## src/rtl/button_debouncer_if.sv

```systemverilog
// button_debouncer_if: raw pin in, clean level and edge pulses out.
// master = debouncer side, slave = consuming logic / stimulus side.
interface button_debouncer_if;
    logic btn_in;
    logic btn_level;
    logic btn_rise;
    logic btn_fall;
    logic busy;

    modport master (
        input  btn_in,
        output btn_level,
        output btn_rise,
        output btn_fall,
        output busy
    );

    modport slave (
        output btn_in,
        input  btn_level,
        input  btn_rise,
        input  btn_fall,
        input  busy
    );
endinterface

```

## src/rtl/button_debouncer.sv

```systemverilog
// button_debouncer: synchronises a bouncing pin and qualifies each
// level change over CNT_MAX stable cycles before reporting it.
module button_debouncer #(
    parameter int CNT_MAX     = 1000000,
    parameter int SYNC_STAGES = 2
) (
    input logic                clk,
    input logic                reset,
    button_debouncer_if.master bus
);
    localparam int CW = $clog2(CNT_MAX + 1);
    localparam logic [CW-1:0] CNT_LAST = CW'(CNT_MAX - 1);

    typedef enum logic [1:0] {
        S_LOW,
        S_WAIT_HIGH,
        S_HIGH,
        S_WAIT_LOW
    } state_t;

    state_t                 state;
    state_t                 state_n;
    logic [SYNC_STAGES-1:0] sync_ff;
    logic                   sync_q;
    logic [CW-1:0]          cnt;
    logic [CW-1:0]          cnt_n;
    logic                   level_n;
    logic                   rise_n;
    logic                   fall_n;
    logic                   busy_n;

    always_ff @(posedge clk or posedge reset) begin
        if (reset) begin
            sync_ff <= '0;
        end else begin
            sync_ff <= {sync_ff[SYNC_STAGES-2:0], bus.btn_in};
        end
    end

    assign sync_q = sync_ff[SYNC_STAGES-1];

    always_ff @(posedge clk or posedge reset) begin
        if (reset) begin
            state         <= S_LOW;
            cnt           <= '0;
            bus.btn_level <= 1'b0;
            bus.btn_rise  <= 1'b0;
            bus.btn_fall  <= 1'b0;
            bus.busy      <= 1'b0;
        end else begin
            state         <= state_n;
            cnt           <= cnt_n;
            bus.btn_level <= level_n;
            bus.btn_rise  <= rise_n;
            bus.btn_fall  <= fall_n;
            bus.busy      <= busy_n;
        end
    end

    // Any return to the old level during WAIT drops the candidate entirely
    always_comb begin
        state_n = state;
        cnt_n   = cnt;
        level_n = bus.btn_level;
        rise_n  = 1'b0;
        fall_n  = 1'b0;
        unique case (state)
            S_LOW: begin
                if (sync_q) begin
                    state_n = S_WAIT_HIGH;
                    cnt_n   = '0;
                end
            end
            S_WAIT_HIGH: begin
                if (!sync_q) begin
                    state_n = S_LOW;
                    cnt_n   = '0;
                end else if (cnt == CNT_LAST) begin
                    state_n = S_HIGH;
                    level_n = 1'b1;
                    rise_n  = 1'b1;
                end else begin
                    cnt_n = cnt + CW'(1);
                end
            end
            S_HIGH: begin
                if (!sync_q) begin
                    state_n = S_WAIT_LOW;
                    cnt_n   = '0;
                end
            end
            S_WAIT_LOW: begin
                if (sync_q) begin
                    state_n = S_HIGH;
                    cnt_n   = '0;
                end else if (cnt == CNT_LAST) begin
                    state_n = S_LOW;
                    level_n = 1'b0;
                    fall_n  = 1'b1;
                end else begin
                    cnt_n = cnt + CW'(1);
                end
            end
            default: begin
                state_n = S_LOW;
                cnt_n   = '0;
            end
        endcase
        busy_n = (state_n == S_WAIT_HIGH) || (state_n == S_WAIT_LOW);
    end
endmodule

```

## src/flat_wrapper.sv

```systemverilog
// flat-port wrapper written by rule: the top's interface ports become plain ports
module button_debouncer_flat 
#(
    parameter int CNT_MAX     = 1000000,
    parameter int SYNC_STAGES = 2
)
  (clk, reset, bus_btn_in, bus_btn_level, bus_btn_rise, bus_btn_fall, bus_busy);
  button_debouncer_if bus_i ();
  input logic clk;
  input logic reset;
  input wire logic [$bits(bus_i.btn_in)-1:0] bus_btn_in;
  output wire logic [$bits(bus_i.btn_level)-1:0] bus_btn_level;
  output wire logic [$bits(bus_i.btn_rise)-1:0] bus_btn_rise;
  output wire logic [$bits(bus_i.btn_fall)-1:0] bus_btn_fall;
  output wire logic [$bits(bus_i.busy)-1:0] bus_busy;
  assign bus_i.btn_in = bus_btn_in;
  assign bus_btn_level = bus_i.btn_level;
  assign bus_btn_rise = bus_i.btn_rise;
  assign bus_btn_fall = bus_i.btn_fall;
  assign bus_busy = bus_i.busy;
  button_debouncer #(.CNT_MAX(CNT_MAX), .SYNC_STAGES(SYNC_STAGES)) u_core (.clk(clk), .reset(reset), .bus(bus_i));
endmodule
```

## config.mk

```make
export PLATFORM = sky130hd
export DESIGN_NAME = button_debouncer_flat
export DESIGN_NICKNAME = d
export VERILOG_FILES = /design/src/rtl/button_debouncer_if.sv /design/src/rtl/button_debouncer.sv /design/src/flat_wrapper.sv
export SDC_FILE = /design/constraint.sdc
export NUM_CORES = 1
export LEC_CHECK = 0
export BUFFER_PORTS_ARGS = -buffer_cell sky130_fd_sc_hd__buf_2
export CAP_MARGIN = 20
export CORE_ASPECT_RATIO = 0.7
export CORE_MARGIN = 8
export CORE_UTILIZATION = 35
export CTS_BUF_LIST = sky130_fd_sc_hd__clkbuf_8
export DETAILED_ROUTE_END_ITERATION = 7
export GPL_TIMING_DRIVEN = 0
export MAX_ROUTING_LAYER = met4
export PLACE_DENSITY = 0.61
export SETUP_SLACK_MARGIN = 0.2
export SYNTH_ARGS = -nofsm -noshare
export SYNTH_HDL_FRONTEND = slang
export SYNTH_SLANG_ARGS = --single-unit
```

## constraint.sdc

```tcl
create_clock -name clk -period 5.6 [get_ports clk]
set_input_delay 0.56 -clock clk [delete_from_list [all_inputs] [get_ports clk]]
set_output_delay 0.56 -clock clk [all_outputs]
set_load 0.005 [all_outputs]
```

# Word level (Yosys, flattened, before mapping)
# Index checks and enable logic that the tools add are counted.
# totals
ff_bits	28
input_bits	3
elab_cells	48
# classes
n_addsub	1
n_eq_ne	12
n_mux	23
n_reduce_logical	5
# op_table
cell	n
two-way mux 20 bit	5
case mux 20 bit (4 select lines)	1
adder 20 x 1 -> 20 bit, second input constant	1
== test 20 bit, second input constant	1
two-way mux 2 bit	6
two-way mux 1 bit	9
inequality test 2 x 1 -> 1 bit, second input constant	4
case mux 2 bit (4 select lines)	1
== test 2 bit, second input constant	3
AND reduction 5 bit	1
== test 2 x 1 -> 1 bit, second input constant	2
inequality test 2 bit, second input constant	2
zero test 2 bit	1
case mux 1 bit (2 select lines)	1
AND reduction 2 bit	1
nonzero test 2 bit	1
logical OR 1 bit	1

# Depth between registers and ports, before layout
# logic_depth
depth_word	6
mapped_depth	7

# Worst setup path after synthesis
# Ideal clock, no wire load.
# synth_path
path_kind	register -> register
startpoint	reg u_core.cnt[7]
endpoint	reg u_core.state[1]
setup_ns	0.125
arrival_time_ns	1.616
slack_ns	3.860
path_stages_with_launch	5
synth_period_minus_slack_ns	1.740
cell_sequence	dfrtp_1 or4b_4 nor4_4 nand4_1 mux2_2
# synth_between
elab_chain_cells	4
elab_cells_between_ends	6
classes_between	eq/ne: 1; mux: 5
# synth_lines
item	line	text
start: declaration	button_debouncer.sv:25	logic [CW-1:0] cnt;
start signal: assignment	button_debouncer.sv:52	cnt <= cnt_n;
== test 20 bit (*)	button_debouncer.sv:78, button_debouncer.sv:96	
two-way mux 2 bit (on tied branches)	button_debouncer.sv:96, button_debouncer.sv:78	
two-way mux 2 bit (on tied branches)	button_debouncer.sv:93, button_debouncer.sv:75	
case mux 2 bit (4 select lines) (*)	button_debouncer.sv:67	unique case (state)
net u_core.state_n[1]	button_debouncer.sv:22	state_t state_n;
end signal: assignment	button_debouncer.sv:51	state <= state_n;
end: declaration	button_debouncer.sv:21	state_t state;
# Mark *: on every way through the listed nets, which the timed path passes. The rest lies on a longest branch.
# A chain may end at the register's enable or synchronous reset.

# Final worst setup path
# Same ends and word-level chain as after synthesis.

==> impl_metrics.json <==
{
  "outcome": "finished clean",
  "slew_headroom_pct": 66.0,
  "crit_path_end_kind": "register",
  "rsz0062_at_grt": "no",
  "dr_total_vias": 1265,
  "synth_mux_area_share_pct": 2.16,
  "die_area_um2": 6500,
  "p_per_area_nw_per_um2": 206,
  "cp.arrival_ps": 2060,
  "clk_path_buf_depth": 2,
  "finalMaxSlewViolations": 0,
  "syn-num-nets": 161,
  "hold_buffers": 0,
  "critPathMaxFanout": 5,
  "core_area_um2": 3950,
  "wl_per_cell_um": 15.9,
  "cp.required_ps": 5760,
  "maxCapViolations": 0,
  "ios": 7,
  "fmax_mhz": 527,
  "power.total_mw": 0.334,
  "routed_via_density": 5.75,
  "start_util_pct": 36.8,
  "syn_avg_cell_area_um2": 9.24,
  "drt_wl_total_mm": 3.50,
  "synth_fa_ha_area_share_pct": 0.862,
  "ctsResizeCount": 0,
  "dr.first_iter.drc_count": 82,
  "hold_viol": 0,
  "ys_ff_latch": 27,
  "drc_errors": 0,
  "clkTransAtPathRegs_ps": 90,
  "rows": 19,
  "drive_above_1_share_pct": 16.1,
  "slowest_delay_ps": 560,
  "syn_to_final_growth_pct": 11.6,
  "synth_compound_area_share_pct": 18.9,
  "timing.hold.ws_ps": 282,
  "portBuffers": 6,
  "synth_xor_xnor_area_share_pct": 1.21,
  "hold_class": "input port to async pin",
  "antenna_cells": 0,
  "final_cell_mix": "dfrtp_1 (27), o21ai_0 (22), nand2_1 (18)",
  "setup_tns_ps": 0,
  "cts_setup_buffers": 0,
  "ir_drop_mv": 0.120,
  "tightest_slew_ps": 506,
  "overflow": 0,
  "period_needed_ps": 1900,
  "worst_r2r_path_depth": 4,
  "root_buffer": "clkbuf_8",
  "dp_cells": 215,
  "syn_inst": 157,
  "cts.sinks": 27,
  "cts_buffers": 3,
  "h-tree-depth": 1,
  "dr.pass1.iters": 4,
  "synthSimpleGateAreaFrac_pct": 26.6,
  "setup_violations": 0,
  "die_h_um": 69.9,
  "crit_path_start_kind": "register",
  "cts_tree": "built",
  "path_cells": "or4b_4 -> nor4_4 -> nand4_1 -> mux2_2",
  "crit_type": "register to register",
  "final_common_cell": "dfrtp_1",
  "ys_seq_area_share_pct": 46.6,
  "synth_top_family_by_area": "simple AND/OR/NAND/NOR gates",
  "antenna_found_initial": 0,
  "ys_warn_count": 0,
  "globalplace.congestion": 0.891,
  "min_period_over_period_pct": 33.9,
  "skew_ps": 3.29,
  "p_leak_nw": 0.723,
  "grt_max_degree": 28,
  "fp.dieW_um": 93.0,
  "first_global_vias": 1175,
  "slowest_stage": "or4b_4",
  "synth_area_um2": 1450,
  "grt_first_pass_wirelength_mm": 5.82,
  "dpl.hpwl_mm": 2.53,
  "dp_slack_ps": 3700,
  "grt.total_usage_pct": 11.3,
  "yosysUniqueCellTypes": 38,
  "nets": 173,
  "antenna_left": 0,
  "layout_setup_ws_ps": 3700,
  "clock_latency_ps": 270,
  "instances_no_fill": 220
}
## metrics by stage
stage,util (%),instance area [um2]
4_1_cts,40.4,1590
3_5_place_dp,39.2,1550
2_1_floorplan,-,1450
5_1_grt,41.1,1620
6_report,41.1,1620
3_3_place_gp,39.2,1550
## cells in the mapped netlist
master	count	area [um2]
a21boi_0	1	7.51
a21o_1	2	15.0
a21oi_1	10	50.1
a22o_1	1	8.76
a31o_2	1	8.76
a31oi_1	5	31.3
and2_1	2	12.5
and2_2	1	7.51
and3_1	4	25.0
and4_1	1	8.76
buf_2	5	25.0
buf_4	1	7.51
clkbuf_1	1	3.75
dfrtp_1	27	676
ha_1	1	12.5
inv_1	5	18.8
mux2_2	1	11.3
mux2i_1	2	20.0
nand2_1	18	67.6
nand2b_1	1	6.26
nand3_1	8	40.0
nand4_1	8	50.1
nand4_4	1	21.3
nor2_1	6	22.5
nor3_1	2	10.0
nor3_2	1	10.0
nor3b_1	2	15.0
nor4_1	2	12.5
nor4_4	2	42.5
o21a_1	1	7.51
o21ai_0	22	110
o21ai_1	3	15.0
o22ai_1	2	12.5
o31ai_1	1	7.51
or2_2	2	12.5
or4_1	1	7.51
or4b_4	1	13.8
xor2_1	2	17.5
## sequential cells by signal (all words and copies together) (netlist names)
| name | cells |
|---|---|
| u_core.bus.btn_rise | 1 |
| u_core.sync_ff | 2 |
| u_core.bus.btn_fall | 1 |
| u_core.state | 2 |
| u_core.cnt | 20 |
| u_core.bus.btn_level | 1 |
## worst paths after layout
kind | start | endpoint | slack, ps
min in group clk | u_core.sync_ff[0] | u_core.sync_ff[1] | 360
max | u_core.cnt[7] | u_core.state[1] | 3700
max in group asynchronous | reset | u_core.cnt[19] | 4870
min | reset | u_core.cnt[9] | 280
min reg2reg | u_core.sync_ff[0] | u_core.sync_ff[1] | 360
max reg2reg | u_core.cnt[7] | u_core.state[1] | 3700
## cells by family (layout without fill, tap and decap cells)
family	after synthesis	in the layout
buffers and inverters	12	23
AO/OA/AOI/OAI	49	49
AND/OR/NAND/NOR	63	63
flip-flops	27	27
adder cells (fa/ha/maj)	1	1
XOR/XNOR	2	2
multiplexers	3	3
## critical path: cells and delay by family (launching register included)
kind	cells	cell delay (ps)
simple gates	3	1030
flops	1	430
mux	1	340
## final cells by class
class                           count  area, um2
Sequential cell                    27        676
Clock buffer                        3       41.3
Timing Repair Buffer                7       57.6
Fill cell                         406       2330
Buffer                              7       36.3
Inverter                            5       18.8
Tap cell                           52       65.1
Multi-Input combinational cell    118        721
Clock inverter                      1       5.00
## power breakdown
| group | internal, mW | switching [mW] | total, mW |
|---|---|---|---|
| sequential | 0.197 | 0.00281 | 0.200 |
| clock | 0.0498 | 0.0600 | 0.110 |
| combinational | 0.00834 | 0.0160 | 0.0244 |
## per-layer routing
metal	track usage, %	part of all wire [%]
met1	15.4	50
met2	16.1	43
met3	3.09	5.9
met4	2.31	1.0
met5	-	0
Note: power is estimated with default switching activity, not from simulation.
